--- src/rtl/sb_tx_msg_arbiter_pkg.sv ---
// sb_tx_msg_arbiter_pkg: sideband TX message widths, message codes and arbiter FSM states
package sb_tx_msg_arbiter_pkg;
  localparam int SB_MSG_WIDTH = 4;
  localparam int SB_DATA_WIDTH = 16;
  localparam logic [SB_MSG_WIDTH-1:0] SB_MSG_NOP = 4'h0;
  localparam logic [SB_MSG_WIDTH-1:0] SB_MSG_PT_REQ = 4'h5;
  localparam logic [SB_MSG_WIDTH-1:0] SB_MSG_PT_RESP = 4'hA;
  typedef enum logic [1:0] {ST_IDLE, ST_ISSUE, ST_WAIT_DONE, ST_DONE} arb_state_e;
endpackage

--- src/rtl/sb_tx_msg_arbiter_if.sv ---
// sb_tx_msg_arbiter_if: requester and SB TX signals shared by the arbiter and its environment
interface sb_tx_msg_arbiter_if import sb_tx_msg_arbiter_pkg::*; #(
  parameter int N_REQ = 2,
  parameter int MSG_W = SB_MSG_WIDTH,
  parameter int DATA_W = SB_DATA_WIDTH
);
  logic [N_REQ-1:0] i_req_valid;
  logic [N_REQ*MSG_W-1:0] i_req_msg;
  logic [N_REQ*DATA_W-1:0] i_req_data;
  logic [N_REQ-1:0] i_req_data_valid;
  logic i_sb_busy;
  logic o_tx_msg_valid;
  logic [MSG_W-1:0] o_encoded_SB_msg;
  logic [DATA_W-1:0] o_tx_data_bus;
  logic o_tx_data_valid;
  logic [N_REQ-1:0] o_grant;
  logic [N_REQ-1:0] o_req_done;
  logic o_timeout;
  modport master (
    output i_req_valid, i_req_msg, i_req_data, i_req_data_valid, i_sb_busy,
    input o_tx_msg_valid, o_encoded_SB_msg, o_tx_data_bus, o_tx_data_valid, o_grant, o_req_done, o_timeout
  );
  modport slave (
    input i_req_valid, i_req_msg, i_req_data, i_req_data_valid, i_sb_busy,
    output o_tx_msg_valid, o_encoded_SB_msg, o_tx_data_bus, o_tx_data_valid, o_grant, o_req_done, o_timeout
  );
endinterface

--- src/rtl/sb_tx_msg_arbiter_rr_priority_picker.sv ---
// sb_tx_msg_arbiter_rr_priority_picker: first set request at or above ptr, wrapping modulo N_REQ
module sb_tx_msg_arbiter_rr_priority_picker #(
  parameter int N_REQ = 2,
  localparam int IDX_W = $clog2(N_REQ)
) (
  input  logic [N_REQ-1:0] req,
  input  logic [IDX_W-1:0] ptr,
  output logic [N_REQ-1:0] grant,
  output logic [IDX_W-1:0] idx
);
  logic [IDX_W:0] s;
  // scan from farthest to nearest so the candidate closest to ptr is written last
  always_comb begin
    grant = '0;
    idx = '0;
    s = '0;
    for (int i = N_REQ - 1; i >= 0; i--) begin
      s = {1'b0, ptr} + (IDX_W+1)'(i);
      s = s >= (IDX_W+1)'(N_REQ) ? s - (IDX_W+1)'(N_REQ) : s;
      if (req[s[IDX_W-1:0]]) begin
        grant = '0;
        grant[s[IDX_W-1:0]] = 1'b1;
        idx = s[IDX_W-1:0];
      end
    end
  end
endmodule

--- src/rtl/sb_tx_msg_arbiter.sv ---
// sb_tx_msg_arbiter: round-robin sharing of the sideband TX message port between requesters
module sb_tx_msg_arbiter import sb_tx_msg_arbiter_pkg::*; #(
  parameter int N_REQ = 2,
  parameter int MSG_W = SB_MSG_WIDTH,
  parameter int DATA_W = SB_DATA_WIDTH,
  parameter int TIMEOUT_CYC = 255,
  localparam int IDX_W = $clog2(N_REQ),
  localparam int CNT_W = TIMEOUT_CYC > 0 ? $clog2(TIMEOUT_CYC + 1) : 1
) (
  input logic i_clk,
  input logic i_rst,
  sb_tx_msg_arbiter_if.slave bus
);
  arb_state_e state_q, state_d;
  logic [IDX_W-1:0] ptr_q, ptr_d, owner_q, owner_d, pick_idx, ptr_nxt;
  logic [N_REQ-1:0] grant_q, grant_d, done_q, done_d, pick_grant;
  logic [MSG_W-1:0] msg_q, msg_d;
  logic [DATA_W-1:0] data_q, data_d;
  logic dv_q, dv_d, valid_q, valid_d, timeout_q, timeout_d, busy_q, busy_d;
  logic [CNT_W-1:0] cnt_q, cnt_d, cnt_nxt;
  logic [MSG_W-1:0] msg_arr [N_REQ];
  logic [DATA_W-1:0] data_arr [N_REQ];
  for (genvar k = 0; k < N_REQ; k++) begin : g_slice
    assign msg_arr[k] = bus.i_req_msg[k*MSG_W +: MSG_W];
    assign data_arr[k] = bus.i_req_data[k*DATA_W +: DATA_W];
  end
  sb_tx_msg_arbiter_rr_priority_picker #(.N_REQ(N_REQ)) u_pick (
    .req(bus.i_req_valid), .ptr(ptr_q), .grant(pick_grant), .idx(pick_idx)
  );
  assign ptr_nxt = owner_q == IDX_W'(N_REQ - 1) ? '0 : owner_q + 1'b1;
  assign cnt_nxt = cnt_q + 1'b1;
  // next-state logic: arbitrate in IDLE, hold the latched message until the SB busy cycle completes
  always_comb begin
    state_d = state_q;
    ptr_d = ptr_q;
    owner_d = owner_q;
    grant_d = grant_q;
    msg_d = msg_q;
    data_d = data_q;
    dv_d = dv_q;
    valid_d = valid_q;
    cnt_d = cnt_q;
    done_d = '0;
    timeout_d = 1'b0;
    busy_d = bus.i_sb_busy;
    case (state_q)
      ST_IDLE: if (|bus.i_req_valid && !bus.i_sb_busy) begin
        state_d = ST_ISSUE;
        owner_d = pick_idx;
        grant_d = pick_grant;
        msg_d = msg_arr[pick_idx];
        dv_d = bus.i_req_data_valid[pick_idx];
        data_d = bus.i_req_data_valid[pick_idx] ? data_arr[pick_idx] : '0;
        valid_d = 1'b1;
        cnt_d = '0;
      end
      ST_ISSUE: if (bus.i_sb_busy) begin
        state_d = ST_WAIT_DONE;
        valid_d = 1'b0;
      end else if (TIMEOUT_CYC != 0 && cnt_nxt == CNT_W'(TIMEOUT_CYC)) begin
        state_d = ST_IDLE;
        valid_d = 1'b0;
        timeout_d = 1'b1;
        ptr_d = ptr_nxt;
        grant_d = '0;
        msg_d = '0;
        data_d = '0;
        dv_d = 1'b0;
      end else begin
        cnt_d = cnt_nxt;
      end
      ST_WAIT_DONE: if (busy_q && !bus.i_sb_busy) begin
        state_d = ST_DONE;
        done_d = grant_q;
        grant_d = '0;
        msg_d = '0;
        data_d = '0;
        dv_d = 1'b0;
      end
      default: begin
        state_d = ST_IDLE;
        ptr_d = ptr_nxt;
      end
    endcase
  end
  // state and registered outputs; reset aborts any transfer without a pulse
  always_ff @(posedge i_clk) begin
    if (i_rst) begin
      state_q <= ST_IDLE;
      ptr_q <= '0;
      owner_q <= '0;
      grant_q <= '0;
      msg_q <= '0;
      data_q <= '0;
      dv_q <= 1'b0;
      valid_q <= 1'b0;
      cnt_q <= '0;
      done_q <= '0;
      timeout_q <= 1'b0;
      busy_q <= 1'b0;
    end else begin
      state_q <= state_d;
      ptr_q <= ptr_d;
      owner_q <= owner_d;
      grant_q <= grant_d;
      msg_q <= msg_d;
      data_q <= data_d;
      dv_q <= dv_d;
      valid_q <= valid_d;
      cnt_q <= cnt_d;
      done_q <= done_d;
      timeout_q <= timeout_d;
      busy_q <= busy_d;
    end
  end
  assign bus.o_tx_msg_valid = valid_q;
  assign bus.o_encoded_SB_msg = msg_q;
  assign bus.o_tx_data_bus = data_q;
  assign bus.o_tx_data_valid = dv_q;
  assign bus.o_grant = grant_q;
  assign bus.o_req_done = done_q;
  assign bus.o_timeout = timeout_q;
endmodule

--- src/flat_wrapper.sv ---
// flat-port wrapper written by rule: the top's interface ports become plain ports
module sb_tx_msg_arbiter_flat import sb_tx_msg_arbiter_pkg::*;
#(
  parameter int N_REQ = 2,
  parameter int MSG_W = SB_MSG_WIDTH,
  parameter int DATA_W = SB_DATA_WIDTH,
  parameter int TIMEOUT_CYC = 255,
  localparam int IDX_W = $clog2(N_REQ),
  localparam int CNT_W = TIMEOUT_CYC > 0 ? $clog2(TIMEOUT_CYC + 1) : 1
)
  (i_clk, i_rst, bus_i_req_valid, bus_i_req_msg, bus_i_req_data, bus_i_req_data_valid, bus_i_sb_busy, bus_o_tx_msg_valid, bus_o_encoded_SB_msg, bus_o_tx_data_bus, bus_o_tx_data_valid, bus_o_grant, bus_o_req_done, bus_o_timeout);
  sb_tx_msg_arbiter_if #(.N_REQ(N_REQ), .MSG_W(MSG_W), .DATA_W(DATA_W)) bus_i ();
  input logic i_clk;
  input logic i_rst;
  input wire logic [$bits(bus_i.i_req_valid)-1:0] bus_i_req_valid;
  input wire logic [$bits(bus_i.i_req_msg)-1:0] bus_i_req_msg;
  input wire logic [$bits(bus_i.i_req_data)-1:0] bus_i_req_data;
  input wire logic [$bits(bus_i.i_req_data_valid)-1:0] bus_i_req_data_valid;
  input wire logic [$bits(bus_i.i_sb_busy)-1:0] bus_i_sb_busy;
  output wire logic [$bits(bus_i.o_tx_msg_valid)-1:0] bus_o_tx_msg_valid;
  output wire logic [$bits(bus_i.o_encoded_SB_msg)-1:0] bus_o_encoded_SB_msg;
  output wire logic [$bits(bus_i.o_tx_data_bus)-1:0] bus_o_tx_data_bus;
  output wire logic [$bits(bus_i.o_tx_data_valid)-1:0] bus_o_tx_data_valid;
  output wire logic [$bits(bus_i.o_grant)-1:0] bus_o_grant;
  output wire logic [$bits(bus_i.o_req_done)-1:0] bus_o_req_done;
  output wire logic [$bits(bus_i.o_timeout)-1:0] bus_o_timeout;
  assign bus_i.i_req_valid = bus_i_req_valid;
  assign bus_i.i_req_msg = bus_i_req_msg;
  assign bus_i.i_req_data = bus_i_req_data;
  assign bus_i.i_req_data_valid = bus_i_req_data_valid;
  assign bus_i.i_sb_busy = bus_i_sb_busy;
  assign bus_o_tx_msg_valid = bus_i.o_tx_msg_valid;
  assign bus_o_encoded_SB_msg = bus_i.o_encoded_SB_msg;
  assign bus_o_tx_data_bus = bus_i.o_tx_data_bus;
  assign bus_o_tx_data_valid = bus_i.o_tx_data_valid;
  assign bus_o_grant = bus_i.o_grant;
  assign bus_o_req_done = bus_i.o_req_done;
  assign bus_o_timeout = bus_i.o_timeout;
  sb_tx_msg_arbiter #(.N_REQ(N_REQ), .MSG_W(MSG_W), .DATA_W(DATA_W), .TIMEOUT_CYC(TIMEOUT_CYC)) u_core (.i_clk(i_clk), .i_rst(i_rst), .bus(bus_i));
endmodule
--- config.mk ---
export PLATFORM = sky130hd
export DESIGN_NAME = sb_tx_msg_arbiter_flat
export DESIGN_NICKNAME = d
export VERILOG_FILES = /design/src/rtl/sb_tx_msg_arbiter_pkg.sv /design/src/rtl/sb_tx_msg_arbiter_if.sv /design/src/rtl/sb_tx_msg_arbiter_rr_priority_picker.sv /design/src/rtl/sb_tx_msg_arbiter.sv /design/src/flat_wrapper.sv
export SDC_FILE = /design/constraint.sdc
export NUM_CORES = 1
export LEC_CHECK = 0
export ABC_AREA = 1
export BUFFER_PORTS_ARGS = -buffer_cell sky130_fd_sc_hd__buf_2
export CORE_ASPECT_RATIO = 1.2
export CORE_UTILIZATION = 46
export DETAILED_ROUTE_END_ITERATION = 10
export PLACE_DENSITY = 0.76
export SKIP_CTS_REPAIR_TIMING = 1
export SLEW_MARGIN = 40
export SYNTH_ARGS = -nofsm -noshare
export SYNTH_HDL_FRONTEND = slang
export SYNTH_HIERARCHICAL = 1
export SYNTH_SLANG_ARGS = --single-unit
--- constraint.sdc ---
create_clock -name i_clk -period 1.9 [get_ports i_clk]
set_clock_uncertainty 0.2 [all_clocks]
set_input_delay 0.285 -clock i_clk [delete_from_list [all_inputs] [get_ports i_clk]]
set_output_delay 0.285 -clock i_clk [all_outputs]
set_load 0.005 [all_outputs]
Yosys cells after proc, flatten, opt, wreduce, memory -nomap -nowiden:

Index checks and enable logic that the tools add are counted.

* word-level logic and storage cells: 116
* output and inout bits: 27
* flip-flop bits (word level): 40
* bits of input ports: 47

* bitwise gates (word level): 5
* eq/ne operators: 9
* order comparisons: 8
* $add $sub $neg: 5
* mux-type cells: 59
* reduce and logical (&&, ||, !) cells: 18

Operators with widths (count)
* $mux 16: 8
* $pmux 16 s3: 1
* $mux 4: 7
* $mux 8: 3
* $mux 1: 22
* $mux 2: 9
* $pmux 8 s2: 1
* $pmux 2 s3: 2
* $pmux 4 s3: 1
* $reduce_and 3->1: 3
* $add 8x1->8 const B: 1
* $eq 8x8->1 const B: 1
* $lt 1x2->1 const B: 3
* $ne 2x1->1 const B: 3
* $reduce_or 3->1: 2
* $reduce_and 5->1: 1
* $ge 2x2->1 const B: 2
* $logic_and 1x1->1: 4
* $ne 2x2->1 const B: 2
* $not 1->1: 4
* $pmux 1 s2: 2
* $reduce_and 4->1: 1
* $reduce_or 2->1: 2
* $ne 3x2->1 const B: 1
* 15 further kinds: 18

Logic depth before layout (Yosys ltp):

Gate-level depths: netlist of run 1.

* word-level depth: 14
* depth in mapped cells: 14

Hierarchy:

Netlist of run 1, hierarchy kept.

Modules (own cells, without submodules)
* sb_tx_msg_arbiter: times used 1, sequential area each 800.8 um2, area each 2328.5 um2, cells each 364
* sb_tx_msg_arbiter_rr_priority_picker: times used 1, sequential area each 0.0 um2, area each 35.0 um2, cells each 5

Worst setup path after synthesis of run 1:

Ideal clock, no wire load.

* kind: reg2reg
* from: reg u_core.state_q[1]
* to: reg u_core.cnt_q[4]
* stages on the path, launching flop included: 11
* path buffers: 2
* path slack: -0.195 ns
* setup time: 0.115 ns
* period minus slack after synthesis: 2.095 ns
* data required time: 1.585 ns
* arrival time: 1.780 ns
* cells stage by stage: dfxtp_1 -> inv_1 -> ha_1 -> buf_2 -> nand2_1 -> inv_1 -> a21oi_1 -> clkbuf_1 -> nand3_1 -> nand2_1 -> nor2_1

* longest elaborated chain between the ends: 3

RTL lines
* start: declaration: RTL line sb_tx_msg_arbiter.sv:14 `arb_state_e state_q, state_d;`
* start signal: assignment: RTL line sb_tx_msg_arbiter.sv:102 `state_q <= state_d;`
* $eq 2x1->1 / $logic_not 2->1 (equally long branches): RTL line sb_tx_msg_arbiter.sv:46 `case (state_q)`
* $ne 2x2->1 (no source line), or another cell as far along
* $reduce_and 4->1 (no source line)
* end signal: assignment: RTL line sb_tx_msg_arbiter.sv:110 `cnt_q <= cnt_d;`
* end: declaration: RTL line sb_tx_msg_arbiter.sv:20 `logic [CNT_W-1:0] cnt_q, cnt_d, cnt_nxt;`

Parallel ways exist; a longest one is shown, timed or not.
A chain may end at the register's enable or synchronous reset.

Worst setup path after layout of run 1:

* from: reg u_core.cnt_q[0]
* to: reg u_core.data_q[3] (netlist: u_core/bus.o_tx_data_bus[3])

* longest elaborated chain between the ends: 4

RTL lines
* $add 8x1->8: RTL line sb_tx_msg_arbiter.sv:31 `assign cnt_nxt = cnt_q + 1'b1;`
* $eq 8x8->1: RTL line sb_tx_msg_arbiter.sv:60 `end else if (TIMEOUT_CYC != 0 && cnt_nxt == CNT_W'(TIMEOUT_CYC)) begin`
* $ne 2x1->1 (no source line)
* $reduce_and 5->1 (no source line)
* end signal: assignment: RTL line sb_tx_msg_arbiter.sv:107 `data_q <= data_d;`
* end: declaration: RTL line sb_tx_msg_arbiter.sv:18 `logic [DATA_W-1:0] data_q, data_d;`

No other way between the ends.

==> results.md, run 1 <==
- Clk pwr share: between 15 and 20%
- Worst Hold Class: in2reg
- Maximum clock rate: 500 MHz
- Leak: 1.59 nW
- Power Dens Cells: around 1400 nW/um^2
- Clock buffer depth: 2
- First-pass iteration count of the detailed router: 4
- Worst Tran Pin Value: 297 ps
- Port buffer count: 73
- Yosys warns: 6
- Die area: 5430 sq um
- CTS tree: yes
- Htree depth: 2
- Initial Utilization: a little under half
- Post-synth top area cell: dfxtp_1
- Worst Setup Path Type: reg2reg
- Setup_tns: -2060 ps
- DPL Wire Length: 4430 microns
- Critical-path cell list: ha_4 -> nand2_1 -> nand2_2 -> nor2_4 -> nand3_2 -> nor2_1 -> nand2_1 -> nand2_4 -> nand3_4 -> buf_6 -> nand2_1 -> inv_1 -> nor2_1
- Status: complete, but fails checks
- Post-Syn Area: 2360 sq um
- Nets: 516
- Final wirelength: 6260 microns
- Met1 global-route usage: 28.3%
- CP required: between 1500 and 2000 ps
- Tot GR Track Use: 22.4%
- Slowest library cell on the worst path: dfxtp_4
- Clk sinks: 40
- Syn Inst Count: 369
- Sw Ratio: 42.4%
- Clock Tree Root: clkbuf_8
- Via-to-Cell Ratio: between 5 and 6
- Syn_nets: 422
- Main flop type after synthesis: dfxtp_1
- PnR worst setup slack: -101 ps
- Mapped Avg Cell Area: 6.41 sq um
- Iter 0 DRT Violations: 141
- Site Rows: 28
- Area Growth Syn to Fin: 37.7%
- Worst vdd ir: 0.000562 V
- Placed inst area: 2970 sq um
- Most used cell, CP: nand2_1
- Setup crit start kind: register
- Reg power frac: 29.2%
- I/O pins: 74
- Synth area leaders: dfxtp_1 34%, nand2_1 16%, inv_1 7.5%
- Final hold vios: 0
- Final Cell Area: 3260 sq um
- GRT busiest layer: met2
- DRC Markers: 0
- Pint: 0.00256 W
- RSZ-0062 raised after global routing: yes
- Die extent in y: 80.5 microns
- Die width: slightly below 70 microns
- Met3 GRT Util: under 10%
- Share of cells above drive strength 1: 36.9%
- Final Max Tran Viols: 0
- Max incr delay on CP: 370 ps
- Largest net degree at the start of global routing: 24
- Fillers: 437
- Clock-pin transition on the worst setup and hold timing paths: ~80 ps
- Post-synth top area share: 33.9%
- CP Max Fanout: 7
- Synth Register Bits: 40
- Seq/Total Area, Yosys: 33.9%
- Setup violators final: 30
- Global route overflow: 0
- Synth cell types: 27
- Async SR Flop Fraction: 0%
- Antenna Cells: 0
- Comb power frac: 55.0%
- Worst setup EP type: register
- Worst relative slew slack: 80.2%
- Drt wl/cell: 11.9 microns
- Share of the cycle needed by the critical path after routing: 105%
- Failing checks: setup timing
- First-pass GRT wire length: a little over 9000 microns
- Routed Antenna Nets: 0
- Core Region: roughly 5000 sq um
- Clk_lat worst skew: 300 ps
- Tmin final: around 2000 ps
- Initial antenna violation count: 0
- Routability cong.: 0.853
- EDFF count, synth: 0
- P_sw: 0.00188 W
- Arrival time worst endpoint: 2040 ps
- Cts bufs inserted: 5
- Vias: 2,640
- GR Util met2: a little under two fifths
- Vias in the first global route: 2,161
- # Max-Cap Violations: 0
[metrics by stage]
step                      hold slack (ps)  cells  power (W)  utilization, %  setup WS, ps
after CTS                           -21.5    519    0.00412            62.4          -125
final                                83.0    524    0.00445            65.9          -101
after detailed placement              252    511    0.00341            60.2          -111
after global placement                245    511    0.00336            60.2         -38.1
after global routing                  125    524    0.00481            65.9          -203
after floorplan                       162    369    0.00267               -         -37.9
[cell usage in the layout (no fill, tap or decap), types with 2 or more instances in the layout]
cell      netlist  layout
o21ai_0         6       6
clkbuf_8        0       5
inv_2           0       6
a21oi_2         1       7
dfxtp_1        40      36
o211ai_1        9       9
buf_12          0       3
nand3_4         1       2
buf_2           6      73
nand2_4         1       5
ha_1            6       5
o21bai_1        2       2
nand2_2         3      14
nor2_1         45      41
inv_1          47      41
dfxtp_2         0       3
or2_2          10      10
a21oi_1        33      27
buf_6           1       4
nand2_1        98      83
nand4_1        22      22
nor2_2          2       5
nand3_1        17      16
buf_4           2      26
[final cells by class]
class | instances | area (sq um) | area share (%)
Inverter | 48 | 184 | 5.65
Clock buffer | 6 | 72.6 | 2.23
Sequential cell | 40 | 808 | 24.8
Multi-Input combinational cell | 261 | 1410 | 43.2
Tap cell | 60 | 75.1 | 2.31
Clock inverter | 2 | 35.0 | 1.08
Timing Repair Buffer | 107 | 676 | 20.8
[kinds of logic (layout without fill, tap and decap cells)]
group	after synthesis	count (layout)	synth area share [%]
compound gates	53	53	12.8
xor+xnor	1	1	0.371
fa+ha+maj	6	6	3.18
buf+inv	68	163	11.8
flops	40	40	33.9
simple gates	201	201	38.0
[Yosys cell counts, types with 2 or more instances]
cell,count
nand2_1,98
nor2_1,45
o211ai_1,9
clkbuf_1,11
inv_1,47
dfxtp_1,40
ha_1,6
buf_2,6
nor2_2,2
o21ai_0,6
a21oi_1,33
or2_2,10
o21bai_1,2
nand2_2,3
nand4_1,22
buf_4,2
nand3_1,17
[registers in the layout, indices dropped and copies added, names as in the netlist]
signal                       cells
u_core/ptr_q                     1
u_core/cnt_q                     8
u_core/owner_q                   1
u_core/bus.o_tx_data_bus        16
u_core/busy_q                    1
u_core/bus.o_tx_msg_valid        1
u_core/bus.o_tx_data_valid       1
u_core/bus.o_encoded_SB_msg      4
u_core/bus.o_grant               2
u_core/bus.o_timeout             1
u_core/state_q                   2
u_core/bus.o_req_done            2
[power by group through the flow]
stage	registers, W	clock network (W)	logic (W)
6_report	0.00130	0.000700	0.00245
5_1_grt	0.00134	0.000744	0.00273
4_1_cts	0.00127	0.000714	0.00213
3_5_place_dp	0.00129	0	0.00212
3_3_place_gp	0.00129	0	0.00207
2_1_floorplan	0.00129	0	0.00137
[critical path: cells and delay by family (launching register included)]
family,cells,cell delay [ps]
fa+ha+maj,1,180
buf+inv,2,210
flops,1,370
simple gates,10,980
[per-layer routing]
metal / share of wire [%] / routed length [microns]
met5: 0 / 0
met2: 51 / 3180
met1: 44 / 2740
met4: 1.4 / 85
met3: 4.0 / 251
[path summary, 6_finish.rpt]
| path | slack [ps] | startpoint | cells after the start | endpoint |
|---|---|---|---|---|
| setup / recovery | -100 | u_core/cnt_q[0]$_SDFFE_PP0P_ | 13 | u_core/bus.o_tx_data_bus[3]$_SDFFE_PP0P_ |
| hold / removal | 80 | bus_i_sb_busy | 3 | u_core/busy_q$_SDFF_PP0_ |
| setup reg to reg | -100 | u_core/cnt_q[0]$_SDFFE_PP0P_ | 13 | u_core/bus.o_tx_data_bus[3]$_SDFFE_PP0P_ |
| hold reg to reg | 260 | u_core/bus.o_tx_msg_valid$_SDFFE_PP0P_ | 2 | u_core/bus.o_tx_msg_valid$_SDFFE_PP0P_ |
Note: power is estimated with default switching activity, not from simulation.
==> inputs of run 2 (changes only) <==
Settings changed: CORE_ASPECT_RATIO 1.2 to not set, CORE_UTILIZATION 46 to 55, MAX_ROUTING_LAYER set to met4, PLACE_DENSITY 0.76 to 0.85.
Clock period 1.9 ns to 2.34 ns, I/O delays scaled along.
==> results.md, run 2 (same netlist as run 1, synthesis figures left out) <==
- Vias: 2,629 (-0.42%)
- CP required: 2340 ps (+400 ps)
- Antenna Cells: 0 (unchanged)
- Post-Layout Cell Count: 498 (-5.0%)
- Vias in the first global route: 2,233 (+3.3%)
- Placed inst area: 2780 sq um (-6.6%)
- Share of the cycle needed by the critical path after routing: 91.2% (-14 points)
- Tot GR Track Use: 27.3% (+4.9 points)
- Port buffer count: 73 (unchanged)
- Clock-pin transition on the worst setup and hold timing paths: 70 ps (about the same)
- Most frequent cells in the layout: 96 x nand2_1, 73 x buf_2, 47 x inv_1, 45 x nor2_1, 38 x dfxtp_1
- Die extent in y: 67.6 microns (-16%)
- Setup violators final: 0 (-100%)
- Final Max Tran Viols: 0 (unchanged)
- Nets: 500 (-3.1%)
- DRC Markers: 0 (unchanged)
- Clock buffer depth: 2 (unchanged)
- Worst Setup Slack post-DPL: 75.4 ps (+186 ps)
- Routability cong.: 0.864 (+1.2%)
- Share of cells above drive strength 1: 28.3% (-8.5 points)
- Routed Antenna Nets: 0 (unchanged)
- Clk_lat worst skew: 300 ps (about the same)
- Worst relative slew slack: 69.8% (-10 points)
- # Max-Cap Violations: 0 (unchanged)
- Htree depth: 2 (unchanged)
- Area Growth Syn to Fin: 25.4%
- Die area: 4560 sq um (-16%)
- Die width: 67.6 microns (+0.18%)
- Status: finished clean
- Initial antenna violation count: 0 (unchanged)
- Iter 0 DRT Violations: 318 (+130%)
- DPL Wire Length: 4180 microns (-5.6%)
- Worst Setup Path Type: reg2reg
- I/O pins: 74 (unchanged)
- Setup_tns: 0 ps (+2060 ps)
- Final wirelength: 6290 microns (+0.53%)
- Util after Layout: 73.0% (+7.1 points)
- Post-Place Cells: 483 (-5.5%)
- Worst Hold Class: in2reg
- RSZ-0062 raised after global routing: no
- PnR worst setup slack: 207 ps (+307 ps)
- Fillers: 331 (-24%)
- Via-to-Cell Ratio: 5.28 (+4.8%)
- Drt wl/cell: 12.6 microns (+5.8%)
- Clock Tree Root: clkbuf_8
- Arrival time worst endpoint: 2130 ps (+90 ps)
- CP Max Fanout: 14 (+7)
- Commonest non-fill, non-tap cell in the layout: nand2_1
- Power Dens Cells: 1080 nW/um^2 (-21%)
- Site Rows: 23 (-18%)
- Clk sinks: 40 (unchanged)
- Final Cell Area: 2960 sq um (-9.0%)
- Max reg flops: 16 (unchanged)
- Worst Tran Pin Value: 452 ps (+155 ps)
- Setup crit start kind: register
- Largest net degree at the start of global routing: 27 (+13%)
- First-pass iteration count of the detailed router: 5 (+1)
- Worst vdd ir: 0.000555 V (-1.2%)
- Cts bufs inserted: 5 (unchanged)
- Leak: 1.48 nW (-6.9%)
- Maximum clock rate: 469 MHz (-6.2%)
- Final hold vios: 0 (unchanged)
- Worst setup EP type: register
- Global route overflow: 0 (unchanged)
- Core Region: 4060 sq um (-18%)
- CTS tree: yes
- Initial Utilization: 58.2% (+10 points)
- First-pass GRT wire length: 9220 microns (-0.37%)
- Tmin final: 2130 ps (+133 ps)
-- run 2: cell count changes in the layout (fill, tap and decap cells not counted), sizes merged --
cell	before	now
nand3	19	21
nand2	102	103
bufinv	1	0
clkinv	1	2
buf	106	88
dlygate4sd3	1	0
-- run 2: path summary, 6_finish.rpt --
path	start	endpoint	slack, ps	cells after the start
min reg2reg	u_core/bus.o_tx_msg_valid$_SDFFE_PP0P_	u_core/bus.o_tx_msg_valid$_SDFFE_PP0P_	260	2
min	bus_i_sb_busy	u_core/bus.o_timeout$_SDFF_PP0_	70	2
max reg2reg	u_core/state_q[0]$_SDFFE_PP0P_	u_core/bus.o_tx_data_bus[5]$_SDFFE_PP0P_	210	9
max	u_core/state_q[0]$_SDFFE_PP0P_	u_core/bus.o_tx_data_bus[5]$_SDFFE_PP0P_	210	9
-- run 2: critical path, cell delays in order, from the launching register on --
cell and delay [ps]:
dfxtp_1 410, inv_1 90, ha_1 270, nand2_1 90, nand2_1 70, a21oi_2 360
buf_4 290, nand4_1 120, nand2_1 80, nor2_1 50
-- run 2: stage by stage --
stage	hold WS, ps	power (W)
after floorplan	228	0.00214
after global placement	247	0.00250
after detailed placement	248	0.00255
after CTS	49.8	0.00304
after global routing	69.6	0.00350
final	67.0	0.00321
-- run 2: power by group --
part	leakage [nW]	switching, W	total [W]	internal [W]
combinational	1.10	0.00103	0.00167	0.000648
clock	0.0510	0.000250	0.000485	0.000235
sequential	0.329	0.000155	0.00105	0.000892
-- run 2: layout make-up --
type	instances	area [sq um]	share of cell area (%)
Clock inverter	2	10.0	0.338
Clock buffer	6	82.6	2.79
Sequential cell	40	803	27.1
Inverter	48	184	6.21
Tap cell	50	62.6	2.11
Multi-Input combinational cell	264	1340	45.2
Timing Repair Buffer	88	482	16.3
-- run 2: routing by layer --
layer	track usage, %	vias to the layer above	wire [microns]
li1	-	1342	-
met2	42.8	102	3010
met4	10.9	0	99
met5	-	-	0
met3	6.08	12	418
met1	33.7	1173	2760
==> inputs of run 3 (changes only) <==
Settings changed: ABC_AREA 1 to not set, CORE_UTILIZATION 55 to 50, CTS_CLUSTER_SIZE set to 30, PLACE_DENSITY 0.85 to 0.79.
==> results.md, run 3 <==
- Area Growth Syn to Fin: 25.6%
- Final wirelength: 5180 microns (-18%)
- Arrival time worst endpoint: 2230 ps (+100 ps)
- Leak: 1.31 nW (-11%)
- Vias: 2,015 (-23%)
- DRC Markers: 0 (unchanged)
- Worst vdd ir: 0.000352 V (-37%)
- CP required: 2320 ps (-20 ps)
- Wl on met1: 2280 microns (-17%)
- RSZ-0062 raised after global routing: yes
- Syn Inst Count: 243 (-34%)
- Tot GR Track Use: 22.5% (-4.8 points)
- Simple logic cell fraction of the synthesized area: 22.2% (-16 points)
- Adder-Cell Fraction of Synth Area: 3.32% (+0.14 points)
- Post-synthesis compound-gate area fraction: 10.7% (-2.1 points)
- Synth area leaders: dfxtp_1 35%, mux2_2 11%, mux2i_1 11%
- Site Rows: 24 (+4.3%)
- Main flop type after synthesis: dfxtp_1
- Synth top cells by count: 40 x dfxtp_1, 26 x nand2b_1, 25 x nand2_1
- Via-to-Cell Ratio: 5.37 (+1.8%)
- Mapped Avg Cell Area: 9.31 sq um (+45%)
- Post-Syn Area: 2260 sq um (-4.2%)
- Die width: 69.3 microns (+2.6%)
- Synth Register Bits: 40 (unchanged)
- Nets: 376 (-25%)
- Clk sinks: 40 (unchanged)
- Status: finished clean
- Clock-pin transition on the worst setup and hold timing paths: 70 ps (about the same)
- Cts bufs inserted: 5 (unchanged)
- Die extent in y: 69.3 microns (+2.6%)
- Htree depth: 2 (unchanged)
- Syn_nets: 296 (-30%)
- EDFF count, synth: 0 (unchanged)
- Share of the cycle needed by the critical path after routing: 96.2% (+5.1 points)
- Antenna Cells: 0 (unchanged)
- Routed Antenna Nets: 0 (unchanged)
- Share of cells above drive strength 1: 40.2% (+12 points)
- Worst Setup Path Type: reg2reg
- Max reg flops: 16 (unchanged)
- Core Region: 4350 sq um (+7.3%)
- Port buffer count: 73 (unchanged)
- Met2 wire len: 2580 microns (-14%)
- Post-Synth XOR/XNOR Area: 1.16% (+0.79 points)
- Multiplexer area fraction after synthesis: 22.1% (+22 points)
- Most common cell in the netlist: dfxtp_1
- Overall power: 0.00164 W (-49%)
- Power Dens Cells: 575 nW/um^2 (-47%)
- Die area: 4800 sq um (+5.2%)
- Maximum clock rate: 444 MHz (-5.3%)
- I/O pins: 74 (unchanged)
- First-pass iteration count of the detailed router: 4 (-1)
- Largest net degree at the start of global routing: 26 (-3.7%)
- # Max-Cap Violations: 0 (unchanged)
- Detailed-routed wire length on met3: 224 microns (-46%)
- Post-synth top area share: 35.4% (+1.5 points)
- Worst relative slew slack: 56.7% (-13 points)
- Clock Tree Root: clkbuf_8
- Setup crit start kind: register
- Clock buffer depth: 2 (unchanged)
- Largest family of logic cells by synthesized area: simple AND/OR/NAND/NOR gates
- Worst setup EP type: register
- Fillers: 357 (+7.9%)
- DPL Wire Length: 3780 microns (-9.5%)
- Yosys warns: 6 (unchanged)
- Initial antenna violation count: 0 (unchanged)
- Commonest non-fill, non-tap cell in the layout: buf_2
- CTS tree: yes
- Worst Tran Pin Value: 648 ps (+195 ps)
- Final hold vios: 0 (unchanged)
- Most frequent cells in the layout: 73 x buf_2, 38 x dfxtp_1, 26 x nand2b_1, 25 x nand2_1, 24 x mux2i_1
- Max layer used: met4
- Global route overflow: 0 (unchanged)
- Final Max Tran Viols: 0 (unchanged)
- Seq/Total Area, Yosys: 35.4% (+1.5 points)
- Worst Hold Class: in2reg
- Initial Utilization: 52.0% (-6.3 points)
- Setup_tns: 0 ps (unchanged)
- Post-synth top area cell: dfxtp_1
- Drt wl/cell: 13.8 microns (+9.3%)
- First-pass GRT wire length: 8350 microns (-9.4%)
- Vias in the first global route: 1,891 (-15%)
- Setup violators final: 0 (unchanged)
- Iter 0 DRT Violations: 126 (-60%)
- Clk_lat worst skew: 290 ps (about the same)
- Routability cong.: 0.822 (-4.8%)
- Tmin final: 2250 ps (+119 ps)
- Async SR Flop Fraction: 0% (unchanged)
- CP Max Fanout: 9 (-5)
- Synth cell types: 44 (+63%)
[run 3: area by class of cell]
class,instances,area [sq um],area share [%]
flip-flops and latches,40,803,28.2
clock buffers,6,72.6,2.55
clock inverters,1,5.00,0.176
well taps,52,65.1,2.29
inverters,10,37.5,1.32
multi-input cells,179,1380,48.4
repair buffers,87,485,17.1
[run 3: cell families after synthesis]
family                   after synthesis
multiplexers                          47
flip-flops                            40
adder cells (fa/ha/maj)                6
buffers and inverters                 24
AND/OR/NAND/NOR                       94
XOR/XNOR                               3
AO/OA/AOI/OAI                         29
[run 3: final timing paths]
kind | from | slack, ps | endpoint | cells after the start
worst max register to register | u_core/state_q[1]$_SDFFE_PP0P_ | 90 | u_core/bus.o_tx_data_bus[15]$_SDFFE_PP0P_ | 8
worst max-delay path | u_core/state_q[1]$_SDFFE_PP0P_ | 90 | u_core/bus.o_tx_data_bus[15]$_SDFFE_PP0P_ | 8
worst min register to register | u_core/bus.o_tx_data_bus[4]$_SDFFE_PP0P_ | 280 | u_core/bus.o_tx_data_bus[4]$_SDFFE_PP0P_ | 2
worst min-delay path | bus_i_sb_busy | 220 | u_core/busy_q$_SDFF_PP0_ | 2
[run 3: through the flow]
stage | hold WS (ps) | worst slack [ps] | util, % | cell area (sq um) | cells
3_3_place_gp | 257 | 50.3 | 62.4 | 2720 | 367
3_5_place_dp | 269 | -53.9 | 62.6 | 2730 | 367
4_1_cts | 194 | -54.4 | 64.4 | 2800 | 374
2_1_floorplan | 264 | 107 | - | 2260 | 243
6_report | 215 | 88.0 | 65.3 | 2840 | 375
5_1_grt | 208 | -19.6 | 65.3 | 2840 | 375
[run 3: report_power, final]
| part | internal, W | switching, W |
|---|---|---|
| sequential | 0.000726 | 0.0000253 |
| combinational | 0.000229 | 0.000222 |
| clock | 0.000203 | 0.000231 |
[run 3: routing by layer]
metal | vias to the layer above | GRT usage [%]
met5 | - | -
met4 | 0 | 12.2
met3 | 9 | 4.07
met2 | 69 | 37.0
met1 | 936 | 26.0
li1 | 1001 | -
[run 3: worst max-delay path, stage by stage (launching register included)]
cell and delay [ps]:
dfxtp_2 370, inv_1 60, ha_1 190, nor3b_2 190, or4_4 540, nor2_4 140
a31oi_4 80, buf_6 230, mux2i_1 130
